===== config.mk =====
export PLATFORM = sky130hd
export DESIGN_NAME = stopwatch_ctrl
export DESIGN_NICKNAME = d
export VERILOG_FILES = /design/src/rtl/stopwatch_ctrl.sv
export SDC_FILE = /design/constraint.sdc
export NUM_CORES = 1
export LEC_CHECK = 0
export CORE_MARGIN = 5
export CORE_UTILIZATION = 52
export DETAILED_ROUTE_END_ITERATION = 10
export PLACE_DENSITY = 0.86
export SLEW_MARGIN = 20
export SYNTH_ARGS = -nofsm -noshare
export SYNTH_HDL_FRONTEND = slang
export SYNTH_SLANG_ARGS = --single-unit

===== constraint.sdc =====
create_clock -name sys_clk -period 3.8 [get_ports sys_clk]
set_clock_uncertainty 0.2 [all_clocks]
set_input_delay 0.76 -clock sys_clk [delete_from_list [all_inputs] [get_ports sys_clk]]
set_output_delay 0.76 -clock sys_clk [all_outputs]
set_load 0.05 [all_outputs]

===== src/rtl/stopwatch_ctrl.sv =====
// Sequencing FSM for the 4-digit BCD stopwatch chain: prescaled tick, load/preset, lap freeze, countdown expiry.
// Optional STOPWATCH_BTN_SYNC_EN adds 2-flop synchronizers and rising-edge detection on btn_* inputs.
module stopwatch_ctrl #(
  parameter int TICK_DIV = 100000,
  parameter int TICK_W   = 17
) (
  input  logic        sys_clk,
  input  logic        reset_n,
  input  logic        btn_start_stop,
  input  logic        btn_lap,
  input  logic        btn_clear,
  input  logic        cfg_countdown,
  input  logic [15:0] preset_value,
  input  logic [15:0] digits_in,
  output logic        tick_enb,
  output logic        cfg_cntr_mode,
  output logic        load_cnt,
  output logic [15:0] load_value,
  output logic [15:0] display_digits,
  output logic        lap_hold,
  output logic        expired,
  output logic [1:0]  state
);

  localparam logic [1:0] S_IDLE  = 2'b00;
  localparam logic [1:0] S_RUN   = 2'b01;
  localparam logic [1:0] S_PAUSE = 2'b10;
  localparam logic [1:0] S_DONE  = 2'b11;

  logic cmd_ss, cmd_lap, cmd_clear;

`ifdef STOPWATCH_BTN_SYNC_EN
  // [0],[1] synchronize; [2] is the previous synchronized level for edge detection
  logic [2:0] sync_ss, sync_lap, sync_clr;
  logic       cmd_ss_q, cmd_lap_q, cmd_clr_q;

  always_ff @(posedge sys_clk or negedge reset_n) begin
    if (!reset_n) begin
      sync_ss   <= '0;
      sync_lap  <= '0;
      sync_clr  <= '0;
      cmd_ss_q  <= 1'b0;
      cmd_lap_q <= 1'b0;
      cmd_clr_q <= 1'b0;
    end else begin
      sync_ss   <= {sync_ss[1:0], btn_start_stop};
      sync_lap  <= {sync_lap[1:0], btn_lap};
      sync_clr  <= {sync_clr[1:0], btn_clear};
      cmd_ss_q  <= sync_ss[1] & ~sync_ss[2];
      cmd_lap_q <= sync_lap[1] & ~sync_lap[2];
      cmd_clr_q <= sync_clr[1] & ~sync_clr[2];
    end
  end

  assign cmd_ss    = cmd_ss_q;
  assign cmd_lap   = cmd_lap_q;
  assign cmd_clear = cmd_clr_q;
`else
  assign cmd_ss    = btn_start_stop;
  assign cmd_lap   = btn_lap;
  assign cmd_clear = btn_clear;
`endif

  logic [1:0]        state_q, state_d;
  logic [TICK_W-1:0] presc_q, presc_d;
  logic              tick_q, tick_d;
  logic              load_q, load_d;
  logic [15:0]       load_val_q, load_val_d;
  logic              lap_hold_q, lap_hold_d;
  logic [15:0]       lap_q, lap_d;
  logic              expired_q, expired_d;
  logic              mode_down_q, mode_down_d;
  logic              tick_due;

  always_ff @(posedge sys_clk or negedge reset_n) begin
    if (!reset_n) begin
      state_q     <= S_IDLE;
      presc_q     <= '0;
      tick_q      <= 1'b0;
      load_q      <= 1'b0;
      load_val_q  <= '0;
      lap_hold_q  <= 1'b0;
      lap_q       <= '0;
      expired_q   <= 1'b0;
      mode_down_q <= 1'b0;
    end else begin
      state_q     <= state_d;
      presc_q     <= presc_d;
      tick_q      <= tick_d;
      load_q      <= load_d;
      load_val_q  <= load_val_d;
      lap_hold_q  <= lap_hold_d;
      lap_q       <= lap_d;
      expired_q   <= expired_d;
      mode_down_q <= mode_down_d;
    end
  end

  assign tick_due = (state_q == S_RUN) && (presc_q == TICK_W'(TICK_DIV - 1));

  always_comb begin
    state_d     = state_q;
    presc_d     = presc_q;
    tick_d      = 1'b0;
    load_d      = 1'b0;
    load_val_d  = load_val_q;
    lap_hold_d  = lap_hold_q;
    lap_d       = lap_q;
    expired_d   = expired_q;
    mode_down_d = mode_down_q;
    if (cmd_clear) begin
      load_d      = 1'b1;
      load_val_d  = cfg_countdown ? preset_value : 16'h0000;
      mode_down_d = cfg_countdown;
      presc_d     = '0;
      lap_hold_d  = 1'b0;
      expired_d   = 1'b0;
      state_d     = S_IDLE;
    end else begin
      case (state_q)
        S_IDLE: begin
          if (cmd_ss) begin
            state_d = S_RUN;
            presc_d = '0;
          end
        end
        S_RUN: begin
          presc_d = tick_due ? '0 : presc_q + TICK_W'(1);
          // expiry swallows the tick so the chain never wraps 0000 -> 9999
          if (cmd_ss) begin
            state_d = S_PAUSE;
          end else if (tick_due && mode_down_q && (digits_in == 16'h0000)) begin
            state_d   = S_DONE;
            expired_d = 1'b1;
          end else begin
            tick_d = tick_due;
          end
        end
        S_PAUSE: begin
          if (cmd_ss) state_d = S_RUN;
        end
        default: ;
      endcase
      if (cmd_lap && !cmd_ss && ((state_q == S_RUN) || (state_q == S_PAUSE))) begin
        lap_hold_d = ~lap_hold_q;
        if (!lap_hold_q) lap_d = digits_in;
      end
    end
  end

  always_comb begin
    display_digits = lap_hold_q ? lap_q : digits_in;
    state          = state_q;
  end

  assign tick_enb      = tick_q;
  assign load_cnt      = load_q;
  assign load_value    = load_val_q;
  assign lap_hold      = lap_hold_q;
  assign expired       = expired_q;
  assign cfg_cntr_mode = ~mode_down_q;

endmodule


==> results.tsv, run 1 <==
stage	metric	value	unit
grt	antenna_found_initial	0	
synth	synth_area	0.002761	sq mm
flow_run	drv_cap	0	
placement	finalWeightedCongestion	0.8205	
synth	synth-simple-area-share	0.1536	
cts	cts-resized-gates	0	
critical_path	r2r_cells	7	
timing	rsz0062_at_grt	false	
synth	synth_flop_cell	dfrtp_1	
timing	finalHoldViolCount	0	
detailed_routing	dr_total_vias	2233	
cts	clk-insertion-delay-late	0.31	ns
placement	dp_hpwl	4.799	mm
synth	synth_edf_count	0	
synth	synth_xor_area_frac	0.009515	
synth	synth_top_family_by_area	simple AND/OR/NAND/NOR gates	
detailed_routing	wl_per_cell	16.67	microns
synth	netlist-cell-type-count	44	
timing	whs	0.2657	ns
grt	grt_pass1_vias	2294	
hold_path	hp-class	input pin to async pin	
timing	layout_min_cycle_time	3.238	ns
floorplanning	core	0.005140	sq mm
floorplanning	chipWidth	82.87	microns
power_and_ir_drop	max-vdd-ir-drop	0.2718	mV
critical_path	r2r_setup_slack	1.25	ns
finish	antenna_cells	0	
critical_path	critPathArrivalTime	2.28	ns
grt	grt.total_usage	0.1957	
critical_path	r2r-end	presc_q[15]	
timing	worst_pin_slew	0.7155	ns
synth	yosys_warnings	0	
cts	numCtsBuffers	5	
cts	cts_htree_levels	2	
finish	fin_util	0.7149	
detailed_routing	final_antenna_net_count	0	
finish	area_growth	33.08	%
synth	synth_area_per_cell	11.32	sq um
critical_path	cp_max_fo	18	
critical_path	critPathCaptureType	primary output	
synth	async_flop_share	1.000	
detailed_routing	drt-initial-drc-count	144	
cts	clkTransAtPathRegs	0.10	ns
floorplanning	dieArea	0.006867	sq mm
synth	seq_area_frac_synth	0.5075	
power_and_ir_drop	p_leak	0.001512	uW
timing	maxSlewViolCount	0	
power_and_ir_drop	power.density	425.6	mW/mm^2
detailed_routing	routed_via_density	5.711	
finish	final.fill_count	405	
critical_path	critPathRequiredTime	2.84	ns
floorplanning	start_util	0.5372	
placement	port_buffers	76	
finish	drive_above_1_share	0.1713	
synth	synth-compound-area-share	0.1350	
status	outcome	finished clean	
timing	fmax	0.3088	GHz
detailed_routing	drc	0	
critical_path	rr_startpoint	presc_q[0]	
placement	place_inst	383	
cts	clock-sinks	56	
power_and_ir_drop	totalPowerFinal	1564	uW
cts	ctsHoldBuffers	0	
critical_path	startpoint_type	flip-flop	
floorplanning	pin_count	77	
timing	setup_tns	0	ns
cts	cts_tree	done	
synth	synthCells	244	
finish	instances_no_fill	391	
critical_path	crit_type	flip-flop to primary output	
cts	post_cts_buffers	0	
finish	final_nets	362	
grt	grt_max_degree	31	
synth	synth.area.mux_share	0.1477	
floorplanning	rows	26	
synth	synth_fa_ha_area_frac	0.01812	
timing	timing.final.crit_share	0.8521	
cts	clockRootBuffer	clkbuf_8	
grt	grt_pass1_wl	11.12	mm
timing	timing.slew.headroom	0.5230	
detailed_routing	first_pass_iters	4	
floorplanning	die_h	82.87	microns
grt	overflow	0	
cts	clk_path_buf_depth	2	
timing	finalSetupViolations	0	
synth	synth_nets	286	
synth	synth_seq_cells	56	
detailed_routing	wl	6.518	mm
cell families (layout without fill, tap and decap cells):
group / count (synthesis) / in the layout
AO/OA/AOI/OAI: 53 / 53
XOR/XNOR: 3 / 3
adder cells (fa/ha/maj): 4 / 4
buffers and inverters: 17 / 94
flip-flops: 56 / 56
multiplexers: 36 / 36
AND/OR/NAND/NOR: 75 / 75
how the worst max path moves through the flow:
stage	from	to	slack (ns)
finish	lap_hold	display_digits[9]	0.56
global route	lap_hold	display_digits[9]	0.45
CTS	lap_hold	display_digits[1]	0.53
detailed placement	digits_in[10]	display_digits[10]	0.58
global placement	digits_in[7]	display_digits[7]	0.59
floorplan	lap_hold	display_digits[10]	1.16
layout make-up:
type	count	area, sq um	share of cell area
multi-input cells	171	1281	0.3487
clock inverters	3	23.77	0.006469
inverters	5	18.77	0.005107
well taps	70	87.58	0.02383
clock buffers	5	68.82	0.01873
repair buffers	81	793.3	0.2159
flip-flops and latches	56	1401	0.3813
power by group:
group / switching (uW) / internal [uW] / leakage [uW]
Sequential: 61.3 / 699 / 0.000732
Combinational: 259 / 215 / 0.000739
Clock: 199 / 131 / 0.0000404
Total: 519 / 1040 / 0.00151
synthesized netlist by cell type (2+ instances only):
| cell type | count | area share |
|---|---|---|
| a21o_1 | 2 | 0.0054 |
| a22o_1 | 16 | 0.051 |
| o31ai_1 | 4 | 0.011 |
| xor2_1 | 2 | 0.0063 |
| and3_1 | 2 | 0.0045 |
| buf_2 | 6 | 0.011 |
| clkbuf_1 | 5 | 0.0068 |
| nor4_1 | 3 | 0.0068 |
| nor3_1 | 8 | 0.014 |
| nor2_1 | 16 | 0.022 |
| dfrtp_1 | 56 | 0.51 |
| nand3_1 | 12 | 0.022 |
| o21ai_0 | 15 | 0.027 |
| nor3b_1 | 2 | 0.0054 |
| a31oi_1 | 3 | 0.0068 |
| ha_1 | 4 | 0.018 |
| mux2_2 | 34 | 0.14 |
| and4_1 | 3 | 0.0095 |
| nand2_1 | 11 | 0.015 |
| a21oi_1 | 5 | 0.0091 |
| nor4bb_1 | 2 | 0.0072 |
| nand2b_1 | 3 | 0.0068 |
| inv_1 | 5 | 0.0068 |
| nand4_1 | 5 | 0.011 |
placed cells by master, fill, tap and decap left out, drive strengths merged, types with 4 or more instances in the layout:
cell type      Yosys  final
a21oi              5      5
a22o              16     16
buf                7      6
clkbuf             5      5
clkdlybuf4s50      0     75
dfrtp             56     56
ha                 4      4
inv                5      5
mux2              35     35
nand2             12     12
nand3             12     12
nand4              5      5
nor2              17     17
nor3               8      8
nor4               4      4
o21ai             15     15
o31ai              4      4
routing by layer:
layer	up-vias	routed length, microns	part of all wire	GRT usage
met3	6	545	0.084	0.07228
met2	84	3051	0.47	0.3090
met5	-	0	0	0
met1	1077	2854	0.44	0.2537
li1	1066	-	-	-
met4	0	66	0.010	0.05349
flip-flops by register name, summed over array words and instances, names as in the netlist:
| register | count |
|---|---|
| state | 2 |
| tick_enb | 1 |
| load_cnt | 1 |
| expired | 1 |
| lap_q | 16 |
| mode_down_q | 1 |
| load_value | 16 |
| lap_hold | 1 |
| presc_q | 17 |
critical path, cell delays in order, from the launching register on:
cell and delay (ns):
dfrtp_1 0.82, mux2_2 0.42, clkdlybuf4s50_1 0.72
metrics by stage:
stage                     area, sq um  worst slack (ns)
after floorplan                  2761             1.164
after global placement           3582            0.5878
after detailed placement         3582            0.5808
after CTS                        3675            0.5283
after global routing             3675            0.4456
final                            3675            0.5622
Note: power is estimated with default switching activity, not from simulation.
==> run 2, diff against run 1 <==
- GPL_TIMING_DRIVEN: unset -> 0
==> results.tsv, run 2 (synthesized netlist as in run 1, its figures left out) <==
stage	metric	value	unit
timing	maxSlewViolCount	0	
timing	setup_tns	0	ns
floorplanning	dieArea	0.006867	sq mm
cts	clockRootBuffer	clkbuf_8	
finish	instances_no_fill	397	
power_and_ir_drop	p_leak	0.001526	uW
cts	post_cts_buffers	0	
power_and_ir_drop	seqPwrFrac	0.479	
critical_path	critPathCaptureType	primary output	
detailed_routing	dr_total_vias	2227	
critical_path	critPathArrivalTime	2.49	ns
floorplanning	chipWidth	82.87	microns
grt	antenna_found_initial	0	
floorplanning	core	0.005140	sq mm
placement	dp_hpwl	4.876	mm
detailed_routing	first_pass_iters	4	
timing	finalSetupViolations	0	
finish	area_growth	33.71	%
detailed_routing	drc	0	
finish	drive_above_1_share	0.1743	
placement	place_ws	0.5469	ns
power_and_ir_drop	power.density	428.0	mW/mm^2
cts	clk-insertion-delay-late	0.32	ns
timing	rsz0062_at_grt	false	
timing	fmax	0.2896	GHz
cts	numCtsBuffers	5	
grt	grt_pass1_wl	11.23	mm
critical_path	critPathRequiredTime	2.84	ns
cts	clock-sinks	56	
timing	timing.final.crit_share	0.9086	
finish	largest_reg_flops	17	
power_and_ir_drop	max-vdd-ir-drop	0.2889	mV
cts	clkTransAtPathRegs	0.11	ns
power_and_ir_drop	p_sw	531.5	uW
finish	final_common_cell	clkdlybuf4s50_1	
power_and_ir_drop	swShare	0.3363	
finish	final_area	0.003692	sq mm
grt	overflow	0	
critical_path	startpoint_type	flip-flop	
flow_run	drv_cap	0	
cts	cts_tree	done	
timing	worst_pin_slew	0.6870	ns
power_and_ir_drop	p_int	1049	uW
cts	ctsHoldBuffers	0	
timing	worst_slack	0.3472	ns
grt	grt_pass1_vias	2335	
placement	place_inst	389	
power_and_ir_drop	totalPowerFinal	1580	uW
floorplanning	pin_count	77	
cts	clk_path_buf_depth	2	
finish	final_nets	368	
power_and_ir_drop	p_clk_frac	0.217	
timing	timing.slew.headroom	0.5420	
finish	antenna_cells	0	
placement	placed_area	0.003597	sq mm
status	outcome	finished clean	
grt	grt.total_usage	0.1961	
finish	regMostFlops	presc_q	
critical_path	cp_max_fo	10	
placement	finalWeightedCongestion	0.8434	
floorplanning	start_util	0.5372	
hold_path	hp-class	input pin to async pin	
detailed_routing	routed_via_density	5.610	
timing	finalHoldViolCount	0	
grt	grt_max_degree	57	
timing	layout_min_cycle_time	3.453	ns
detailed_routing	wl_per_cell	16.86	microns
cts	cts_htree_levels	2	
detailed_routing	wl	6.692	mm
floorplanning	rows	26	
floorplanning	die_h	82.87	microns
detailed_routing	final_antenna_net_count	0	
critical_path	crit_type	flip-flop to primary output	
detailed_routing	drt-initial-drc-count	165	
cts	cts-resized-gates	0	
power_and_ir_drop	combPwrFrac	0.304	
finish	final_cell_mix	74 x clkdlybuf4s50_1, 56 x dfrtp_1, 34 x mux2_2	
placement	port_buffers	75	
==> run 2: final cells by class <==
cell class | count | area [sq um]
plain buffers | 12 | 60.06
clock buffers | 5 | 68.82
clock inverters | 3 | 26.28
fillers | 398 | 1448
inverters | 5 | 18.77
multi-input cells | 171 | 1281
flip-flops and latches | 56 | 1401
well taps | 70 | 87.58
repair buffers | 75 | 748.2
==> run 2: metal layers <==
| metal | track usage | vias up | share of wire |
|---|---|---|---|
| met4 | 0.04606 | 0 | 0.0088 |
| met5 | 0 | - | 0 |
| met2 | 0.3309 | 75 | 0.49 |
| met1 | 0.2466 | 1066 | 0.43 |
| li1 | - | 1078 | - |
| met3 | 0.06040 | 8 | 0.069 |
==> run 2: power groups by stage <==
| stage | Combinational [uW] | Clock (uW) | Sequential, uW |
|---|---|---|---|
| floorplan | 273 | 0 | 810 |
| global placement | 470 | 0 | 758 |
| detailed placement | 481 | 0 | 767 |
| CTS | 484 | 349 | 756 |
| global route | 516 | 374 | 769 |
| finish | 481 | 343 | 757 |
==> run 2: path summary, 6_finish.rpt <==
| kind | start | depth (start not counted) | slack (ns) | endpoint |
|---|---|---|---|---|
| worst max register to register | state[0] | 6 | 1.43 | lap_q[7] |
| worst max-delay path | lap_hold | 4 | 0.35 | display_digits[12] |
| worst min register to register | presc_q[16] | 1 | 0.28 | presc_q[16] |
| min in group sys_clk | presc_q[16] | 1 | 0.28 | presc_q[16] |
| worst min-delay path | reset_n | 1 | 0.28 | load_value[15] |
| max in group asynchronous | reset_n | 1 | 2.67 | load_value[13] |
==> run 2: worst max-delay path, cell delays in order, from the launching register on <==
cell and delay (ns):
dfrtp_1 0.36, clkbuf_1 0.36, buf_2 0.35, mux2_2 0.38
clkdlybuf4s50_1 0.72
==> run 2: per-stage QoR <==
| stage | hold WS (ns) | util |
|---|---|---|
| after floorplan | 0.2360 | - |
| after global placement | 0.2656 | 0.7003 |
| after detailed placement | 0.2657 | 0.6999 |
| after CTS | 0.2798 | 0.7184 |
| after global routing | 0.3151 | 0.7184 |
| final | 0.2771 | 0.7184 |
